File: config.mk
export PLATFORM = sky130hd
export DESIGN_NAME = mode_power_ctrl
export DESIGN_NICKNAME = d
export VERILOG_FILES = /design/src/rtl/mode_power_ctrl.sv
export SDC_FILE = /design/constraint.sdc
export NUM_CORES = 1
export LEC_CHECK = 0
export CORE_AREA = 2 2 64 66
export DETAILED_ROUTE_END_ITERATION = 10
export DIE_AREA = 0 0 66 68
export GPL_ROUTABILITY_DRIVEN = 0
export PLACE_DENSITY = 0.69
export SYNTH_ARGS = -nofsm -noshare
export SYNTH_HDL_FRONTEND = slang
export SYNTH_SLANG_ARGS = --single-unit
export TNS_END_PERCENT = 20
File: constraint.sdc
create_clock -name clk -period 1.8 [get_ports clk]
set_input_delay 0.36 -clock clk [delete_from_list [all_inputs] [get_ports clk]]
set_output_delay 0.36 -clock clk [all_outputs]
set_load 0.02 [all_outputs]
File: src/rtl/mode_power_ctrl.sv
// Magnetron duty-cycle controller: latches the cook mode on start and drives the
// magnetron enable with a fixed-period on/off pattern, with door-open pause/resume.
module mode_power_ctrl #(
    parameter int unsigned TICK_DIV     = 100_000_000,
    parameter int unsigned PERIOD_TICKS = 10,
    parameter int unsigned LOW_ON       = 3,
    parameter int unsigned NORM_ON      = 6,
    parameter int unsigned HIGH_ON      = 10
) (
    input  logic       clk,
    input  logic       rst,
    input  logic [1:0] mode,
    input  logic       start,
    input  logic       stop,
    input  logic       door_open,
    output logic       magnetron_on,
    output logic       running,
    output logic [1:0] mode_latched,
    output logic       mode_err
);

    localparam int DIV_W = (TICK_DIV > 1) ? $clog2(TICK_DIV) : 1;
    localparam int PH_W  = (PERIOD_TICKS > 1) ? $clog2(PERIOD_TICKS) : 1;

    localparam logic [DIV_W-1:0] DIV_LAST = DIV_W'(TICK_DIV - 1);
    localparam logic [PH_W-1:0]  PH_LAST  = PH_W'(PERIOD_TICKS - 1);

    localparam logic [1:0] S_IDLE  = 2'd0;
    localparam logic [1:0] S_RUN   = 2'd1;
    localparam logic [1:0] S_PAUSE = 2'd2;

    logic [1:0]       state;
    logic [DIV_W-1:0] div_cnt;
    logic [PH_W-1:0]  phase;
    logic [31:0]      on_ticks;

    // Counters advance on every RUN edge that is not a stop, including the edge
    // that moves into PAUSE; they are only held while actually paused.
    always_ff @(posedge clk) begin
        if (rst) begin
            state        <= S_IDLE;
            div_cnt      <= '0;
            phase        <= '0;
            mode_latched <= 2'b10;
            mode_err     <= 1'b0;
        end else begin
            mode_err <= 1'b0;
            case (state)
                S_IDLE: begin
                    if (!stop && start && !door_open) begin
                        if (mode != 2'b00) begin
                            state        <= S_RUN;
                            mode_latched <= mode;
                            div_cnt      <= '0;
                            phase        <= '0;
                        end else begin
                            mode_err <= !mode_err;
                        end
                    end
                end
                S_RUN: begin
                    if (stop) begin
                        state   <= S_IDLE;
                        div_cnt <= '0;
                        phase   <= '0;
                    end else begin
                        if (door_open) begin
                            state <= S_PAUSE;
                        end
                        if (div_cnt == DIV_LAST) begin
                            div_cnt <= '0;
                            phase   <= (phase == PH_LAST) ? '0 : phase + PH_W'(1);
                        end else begin
                            div_cnt <= div_cnt + DIV_W'(1);
                        end
                    end
                end
                S_PAUSE: begin
                    if (stop) begin
                        state   <= S_IDLE;
                        div_cnt <= '0;
                        phase   <= '0;
                    end else if (start && !door_open) begin
                        state <= S_RUN;
                    end
                end
                default: begin
                    state   <= S_IDLE;
                    div_cnt <= '0;
                    phase   <= '0;
                end
            endcase
        end
    end

    always_comb begin
        on_ticks = 32'd0;
        case (mode_latched)
            2'b01:   on_ticks = 32'(LOW_ON);
            2'b10:   on_ticks = 32'(NORM_ON);
            2'b11:   on_ticks = 32'(HIGH_ON);
            default: on_ticks = 32'd0;
        endcase
    end

    assign magnetron_on = (state == S_RUN) && (32'(phase) < on_ticks);
    assign running      = (state != S_IDLE);

endmodule
==> qor.yml, run 1 <==
synthesis:
  yosysWarnings: 0
  synth.distinct_cells: 49
  syn_area_sq_um: 1910
  synth_common_cells: "dfxtp_1, nor2_1, nand2_1, nand3_1, xor2_1"
  synth.ff_latch_count: 36
  yosys.area.top_type: "dfxtp_1"
  synth_flop_cell: "dfxtp_1"
  netlist.area_leader.share_pct: 37.6
  synth_cells: 225
  synth-async-reset-ratio_pct: 0
  synth_edf_count: 0
  syn_nets: 238
  syn_area_per_cell_sq_um: 8.51
  ys_seq_area_share_pct: 37.6
  synth_area_leaders: "dfxtp_1, nor2_1, xor2_1"
  synth.most_common_cell: "dfxtp_1"
route:
  vias_per_cell: 5.62
  first_iter_violations: 134
  first_pass_iters: 4
  route.vias.total: 1911
  drc_errors: 0
  wl_per_cell_um: 14.0
  antenna_left: 0
  totalWireLength_um: 4770
global_routing:
  grt_max_degree: 15
  antenna_found_initial: 0
  grt_pass1_wl_um: 8090
  overflow: 0
  grt_util_all_layers_pct: 23.3
  first_global_vias: 1844
layout:
  layout.nets: 303
  drive_gt1_share_pct: 34.8
  syn_to_final_growth_pct: 42.5
  nFillCells: 293
  fin_area_sq_um: 2730
  antenna-diode-count: 0
cts:
  cts_buffer_depth: 2
  hold_buffers: 0
  path_clk_slew_ps: 70
  clkLatencyLatePin_ps: 290
  cts_tree: "built"
  clock_sinks: 36
  cts_made_buffers: 5
  cts_root_buffer: "clkbuf_8"
  htreeDepth: 2
floorplan:
  die_area_sq_um: 4490
  core_sq_um: 3860
  die_height_um: 68
  pin_count: 12
  start_util_pct: 49.6
  die_w_um: 66
  rows: 23
sta:
  period_minus_slack_ps: 2010
  fin_crit_sh_pct: 112
  skew_ps: 5.50
  worstMarginPinSlew_ps: 341
  setup_slack_ps: -207
  setup_violations: 1
  hold_violations: 0
  slew_violations: 0
  rsz0062_at_grt: "yes"
  fmax_mhz: 498
  slew_headroom_pct: 77.1
worst_setup_path:
  reg2reg_to: "div_cnt[18]"
  crit_required_ps: 1440
  setup.worst_path.class: "reg -> out"
  rrSetupSlack_ps: 0
  crit_arrival_ps: 1650
  timing.rr.start: "div_cnt[5]"
  crit_fanout: 5
  cp-end-kind: "primary output"
  setup.worst_path.end: "magnetron_on"
  startpoint: "mode_latched[0]"
  start_kind: "flip-flop"
  r2r_cells: 5
job:
  maxCapViolations: 0
power:
  p_leak_uw: 0.00106
  peakVddDrop_v: 0.000464
  power.density_nw_per_um2: 569
placed_design:
  port-buffer-count: 11
  placed_area_sq_um: 2460
  dp_hpwl_um: 3340
  dp_slack_ps: -503
hold_path:
  hold_path.class: "reg -> reg"
outcome:
  violations: "negative setup slack"
  status: "finished with violations"
power breakdown:
group,leakage (uW),switching (uW),internal (uW)
Combinational,0.000710,65.1,66.6
Clock,0.0000503,276,341
Sequential,0.000295,4.35,800
Total,0.00106,346,1210
routing by layer:
layer | GRT usage (%) | vias to the layer above | routed length (um)
li1 | - | 950 | -
met1 | 30.3 | 896 | 2320
met2 | 38.5 | 54 | 2170
met3 | 4.77 | 11 | 180
met4 | 8.67 | 0 | 99
met5 | 0 | - | 0
layout by cell type, fill, tap and decap left out, types with 8 or more instances in the layout:
| cell type | netlist | routed |
|---|---|---|
| xor2_1 | 10 | 10 |
| nor2_1 | 26 | 23 |
| dfxtp_2 | 0 | 9 |
| nand3_1 | 13 | 11 |
| o21ai_0 | 9 | 8 |
| nand4_1 | 9 | 9 |
| dfxtp_1 | 36 | 26 |
| buf_4 | 0 | 52 |
| xnor2_1 | 9 | 9 |
| nand2_1 | 16 | 16 |
worst max-delay path, cell delays in order, from the launching register on:
cell      delay [ps]
dfxtp_4          370
nor2_2            40
ha_1             250
a21boi_1         130
o21ai_1          130
nand2b_1         100
a211oi_4         210
buf_6            140
cells by family after synthesis:
kind of cell               count (synthesis)  synth area share (%)
xor gates and xnor gates                  19                  8.69
AOI/OAI and AO/OA                         33                  11.3
and+or+nand+nor                          115                  34.2
muxes                                      3                  1.57
buffers and inverters                     13                  2.68
DFF                                       36                  37.6
adders and majority gates                  6                  3.92
worst min path at each step:
stage / endpoint / slack (ps) / start / cells after the start
floorplan: state[0] / 440 / stop / 1
global placement: mode_err / 410 / mode_err / 1
detailed placement: mode_err / 420 / mode_err / 1
CTS: mode_err / 430 / mode_err / 1
global route: mode_err / 450 / mode_err / 1
finish: mode_err / 420 / mode_err / 1
final cells by class:
class                      count  area, sq um  area share, %
multi-input combinational    176         1280           46.9
sequential                    36          736           27.0
timing repair buffer          67          541           19.8
clock buffer                   7         96.3           3.53
tap                           50         62.6           2.29
inverter                       4         15.0          0.550
per-stage QoR:
stage	util [%]	hold slack (ps)	instances	total power, uW	setup TNS (ps)
after floorplan	-	437	225	876	-26.8
after global placement	63.7	411	329	938	-11050
after detailed placement	63.7	416	329	939	-13250
after CTS	67.5	425	337	1560	-268
after global routing	70.8	452	340	1600	-483
final	70.8	419	340	1550	-207
what timing repair did:
action | CTS | global route
resized for setup | 25 | 28
hold endpoints to repair | 0 | 0
pin swaps | 9 | 9
buffers inserted | 0 | 2
gates cloned | 1 | 1
endpoints found under the setup margin | 32 | 32
flip-flops by register name, summed over array words and instances (netlist names):
| register | count |
|---|---|
| phase | 4 |
| div_cnt | 27 |
| mode_err | 1 |
| mode_latched | 2 |
| state | 2 |
Note: power is estimated with default switching activity, not from simulation.
==> run 2: changes to the inputs <==
--- a/config.mk
+++ b/config.mk
@@ -5,11 +5,13 @@
 export SDC_FILE = /design/constraint.sdc
 export NUM_CORES = 1
 export LEC_CHECK = 0
+export ABC_CLOCK_PERIOD_IN_PS = 1800
 export CORE_AREA = 2 2 64 66
 export DETAILED_ROUTE_END_ITERATION = 10
 export DIE_AREA = 0 0 66 68
 export GPL_ROUTABILITY_DRIVEN = 0
 export PLACE_DENSITY = 0.69
+export SKIP_LAST_GASP = 1
 export SYNTH_ARGS = -nofsm -noshare
 export SYNTH_HDL_FRONTEND = slang
 export SYNTH_SLANG_ARGS = --single-unit
==> qor.yml, run 2 (same netlist as run 1, synthesis figures left out) <==
placed_design:
  port-buffer-count: 11  # unchanged
  placed_area_sq_um: 2460  # unchanged
  placedCellCount: 329  # unchanged
  dp_hpwl_um: 3340  # unchanged
worst_setup_path:
  start_kind: "flip-flop"
  critPathMaxStageDelay_ps: 360  # about the same
  rrSetupSlack_ps: 0  # unchanged
  path_cells: "nor2_1 > ha_1 > a21boi_1 > o21ai_1 > nand2b_1 > a211oi_4 > buf_6"
  slowest_stage: "dfxtp_2"
  crit_fanout: 5  # unchanged
  crit_family: "compound AO/OA/AOI/OAI gates"
  crit_required_ps: 1440  # about the same
  crit_buf_inv: 1  # unchanged
  crit_arrival_ps: 1660  # about the same
  setup.worst_path.class: "reg -> out"
  cp_num_cells: 7  # unchanged
  r2r_cells: 6  # +1
  cp-end-kind: "primary output"
layout:
  reg.largest.list: "div_cnt x27, phase x4"
  stdcell_count: 338  # -0.59%
  nFillCells: 313  # +6.8%
  syn_to_final_growth_pct: 38.4
  regMostFlops: "div_cnt"
  layout_common_cells: "buf_4, dfxtp_1, nor2_1"
  final_common_cell: "buf_4"
  drive_gt1_share_pct: 29.9  # -5.0 points
  layout.nets: 301  # -0.66%
  antenna-diode-count: 0  # unchanged
  fin_area_sq_um: 2650  # -2.9%
  largest_reg_flops: 27  # unchanged
global_routing:
  grtUsageMet1_pct: 30.0  # -0.30 points
  antenna_found_initial: 0  # unchanged
  grt_max_degree: 15  # unchanged
  overflow: 0  # unchanged
  met3_usage_pct: 4.77  # unchanged
  grt_use_met2_pct: 38.5  # unchanged
  grt.busiest_layer: "met2"
  first_global_vias: 1848  # +0.22%
  grt_util_all_layers_pct: 23.2  # -0.10 points
  grt_pass1_wl_um: 8050  # -0.51%
sta:
  period_minus_slack_ps: 2020  # +15.2 ps
  rsz0062_at_grt: "yes"
  slew_headroom_pct: 76.9  # -0.12 points
  hold_ws_ps: 420  # +0.769 ps
  hold_violations: 0  # unchanged
  fin_crit_sh_pct: 112  # +0.84 points
  slew_violations: 0  # unchanged
  finalSetupTns_ps: -247  # -40.1 ps
  skew_ps: 6.75  # +1.25 ps
  setup_violations: 4  # +3
  worstMarginPinSlew_ps: 343  # +1.83 ps
  setup_slack_ps: -222  # -15.2 ps
  fmax_mhz: 494  # -0.75%
power:
  p_leak_uw: 0.00102  # -3.1%
  power.density_nw_per_um2: 587  # +3.1%
  peakVddDrop_v: 0.000477  # +2.7%
hold_path:
  min_path_cells: 1  # unchanged
  hold_path.class: "reg -> reg"
route:
  antenna_left: 0  # unchanged
  first_iter_violations: 119  # -11%
  vias_per_cell: 5.54  # -1.4%
  drc_errors: 0  # unchanged
  route.vias.total: 1873  # -2.0%
  totalWireLength_um: 4670  # -2.1%
  wl_per_cell_um: 13.8  # -1.5%
  first_pass_iters: 4  # unchanged
cts:
  cts_tree: "built"
  hold_buffers: 0  # unchanged
  cts_made_buffers: 5  # unchanged
  htreeDepth: 2  # unchanged
  cts_buffer_depth: 2  # unchanged
  clock_sinks: 36  # unchanged
  cts_root_buffer: "clkbuf_8"
  clkLatencyLatePin_ps: 290  # about the same
  path_clk_slew_ps: 70  # about the same
floorplan:
  pin_count: 12  # unchanged
  core_sq_um: 3860  # unchanged
  start_util_pct: 49.6  # unchanged
  die_area_sq_um: 4490  # unchanged
  rows: 23  # unchanged
  die_height_um: 68  # unchanged
  die_w_um: 66  # unchanged
outcome:
  status: "finished with violations"
  violations: "negative setup slack"
job:
  maxCapViolations: 0  # unchanged
## run 2: through the flow
step                total power [uW]  util, %  setup WS (ps)
finish                          1560     68.7           -222
global route                    1600     68.7           -330
CTS                             1550     67.2           -257
detailed placement               939     63.7           -503
global placement                 938     63.7           -434
floorplan                        876        -          -26.8
## run 2: final timing paths
path | start | endpoint
worst min register to register | mode_err | mode_err
worst max register to register | div_cnt[0] | div_cnt[26]
worst max-delay path | mode_latched[0] | magnetron_on
worst min-delay path | mode_err | mode_err
## run 2: report_power, final
| part | switching, uW | total [uW] | internal [uW] |
|---|---|---|---|
| clock | 279 | 620 | 341 |
| sequential | 2.99 | 804 | 801 |
| combinational | 64.8 | 131 | 66.6 |
## run 2: area by class of cell
type,count,area [sq um],area share [%]
Inverter,4,15.0,0.567
Clock buffer,7,96.3,3.64
Tap cell,50,62.6,2.36
Sequential cell,36,728,27.5
Timing Repair Buffer,65,524,19.8
Multi-Input combinational cell,176,1220,46.2
## run 2: what timing repair did
action	4_1_cts	5_1_grt
gates cloned	1	1
pin swaps	9	2
endpoints found under the hold margin	0	0
setup buffers	0	0
gates resized for setup	22	12
endpoints found under the setup margin	32	33
## run 2: layer usage
layer,vias to the layer above,part of all wire [%],wire [um]
met2,43,44,2050
met5,-,0,0
li1,948,-,-
met3,13,4.4,205
met1,869,49,2310
met4,0,2.2,102
==> run 3: changes to the inputs <==
--- a/config.mk
+++ b/config.mk
@@ -11,6 +11,7 @@
 export DIE_AREA = 0 0 66 68
 export GPL_ROUTABILITY_DRIVEN = 0
 export PLACE_DENSITY = 0.69
+export REMOVE_ABC_BUFFERS = 1
 export SKIP_LAST_GASP = 1
 export SYNTH_ARGS = -nofsm -noshare
 export SYNTH_HDL_FRONTEND = slang
==> qor.yml, run 3 (same netlist as run 1, synthesis figures left out) <==
outcome:
  status: "finished with violations"
  violations: "negative setup slack"
floorplan:
  rows: 23  # unchanged
  die_w_um: 66  # unchanged
  die_height_um: 68  # unchanged
  die_area_sq_um: 4490  # unchanged
  core_sq_um: 3860  # unchanged
  start_util_pct: 49.6  # unchanged
  pin_count: 12  # unchanged
layout:
  antenna-diode-count: 0  # unchanged
  largest_reg_flops: 27  # unchanged
  layout_common_cells: "buf_4, nor2_1, dfxtp_1"
  final_common_cell: "buf_4"
  layout.nets: 310  # +3.0%
  reg.largest.list: "div_cnt x27, phase x4"
  drive_gt1_share_pct: 35.4  # +5.5 points
  regMostFlops: "div_cnt"
  fin_area_sq_um: 2770  # +4.6%
  syn_to_final_growth_pct: 44.7
route:
  wl_per_cell_um: 14.6  # +5.9%
  first_iter_violations: 86  # -28%
  totalWireLength_um: 5080  # +8.8%
  drc_errors: 0  # unchanged
  vias_per_cell: 5.57  # +0.53%
  first_pass_iters: 4  # unchanged
  route.vias.total: 1933  # +3.2%
  antenna_left: 0  # unchanged
power:
  peakVddDrop_v: 0.000505  # +6.0%
  p_leak_uw: 0.00112  # +9.9%
  power.total_uw: 1550  # -0.15%
  power.density_nw_per_um2: 561  # -4.5%
worst_setup_path:
  path_cells: "nor2_1 > ha_1 > a21boi_1 > o21ai_1 > nand2b_1 > a211oi_2 > buf_4"
  critPathMaxStageDelay_ps: 330  # -30 ps
  crit_buf_inv: 1  # unchanged
  crit_fanout: 4  # -1
  crit_family: "compound AO/OA/AOI/OAI gates"
  start_kind: "flip-flop"
  setup.worst_path.class: "reg -> out"
  crit_required_ps: 1440  # about the same
  cp-end-kind: "primary output"
  crit_arrival_ps: 1620  # -40 ps
  rrSetupSlack_ps: -150  # -150 ps
  slowest_stage: "dfxtp_2"
sta:
  fmax_mhz: 504  # +1.9%
  hold_ws_ps: 422  # +2.59 ps
  slew_headroom_pct: 73.9  # -3.0 points
  slew_violations: 0  # unchanged
  setup_slack_ps: -184  # +38.6 ps
  finalSetupTns_ps: -555  # -308 ps
  period_minus_slack_ps: 1980  # -38.6 ps
  fin_crit_sh_pct: 110  # -2.1 points
  setup_violations: 5  # +1
  rsz0062_at_grt: "yes"
  worstMarginPinSlew_ps: 388  # +45.2 ps
  skew_ps: 6.38  # -0.363 ps
  hold_violations: 0  # unchanged
global_routing:
  grt_max_degree: 21  # +6
  grt_util_all_layers_pct: 23.5  # +0.28 points
  antenna_found_initial: 0  # unchanged
  overflow: 0  # unchanged
  grt_pass1_wl_um: 8100  # +0.68%
  first_global_vias: 1848  # unchanged
hold_path:
  hold_path.class: "reg -> reg"
cts:
  path_clk_slew_ps: 70  # about the same
  cts_buffer_depth: 2  # unchanged
  clkLatencyLatePin_ps: 300  # about the same
  htreeDepth: 2  # unchanged
  cts_root_buffer: "clkbuf_8"
  cts_tree: "built"
  clock_sinks: 36  # unchanged
  cts_made_buffers: 5  # unchanged
placed_design:
  port-buffer-count: 11  # unchanged
  dp_hpwl_um: 3400  # +1.6%
  dp_slack_ps: -466  # +37.7 ps
  placed_area_sq_um: 2470  # +0.51%
job:
  maxCapViolations: 0  # unchanged
## run 3: what timing repair did
action | 4_1_cts | 5_1_grt
cloned | 0 | 1
buffers inserted | 3 | 5
gates resized for setup | 21 | 26
pin swaps | 4 | 5
setup endpoints to repair | 31 | 32
hold buffers | 0 | 0
## run 3: stage by stage
| stage | utilization (%) | cells |
|---|---|---|
| detailed placement | 64.0 | 331 |
| global route | 71.8 | 347 |
| floorplan | - | 216 |
| finish | 71.8 | 347 |
| CTS | 68.2 | 341 |
| global placement | 64.0 | 331 |
## run 3: area by class of cell
class / count / area, sq um
multi-input cells: 176 / 1250
inverters: 4 / 15.0
fillers: 295 / 1090
well taps: 50 / 62.6
flip-flops and latches: 36 / 736
clock buffers: 7 / 96.3
repair buffers: 74 / 608
## run 3: per-layer routing
| metal | GRT usage, % | share of wire [%] | up-vias |
|---|---|---|---|
| met5 | 0 | 0 | - |
| met4 | 7.40 | 1.7 | 0 |
| met3 | 5.59 | 4.6 | 12 |
| met2 | 42.2 | 52 | 51 |
| met1 | 28.0 | 41 | 908 |
| li1 | - | - | 962 |
## run 3: power breakdown
part	switching (uW)	internal, uW	leakage [uW]	total (uW)
logic	62.9	67.3	0.000778	130
registers	3.21	799	0.000296	803
clock network	279	341	0.0000503	620
## run 3: path summary, 6_finish.rpt
path                                      start            to  cells past startpoint
worst max-delay path            mode_latched[0]  magnetron_on                      7
worst min-delay path                   mode_err      mode_err                      1
worst max register to register       div_cnt[2]   div_cnt[24]                      6
worst min register to register         mode_err      mode_err                      1
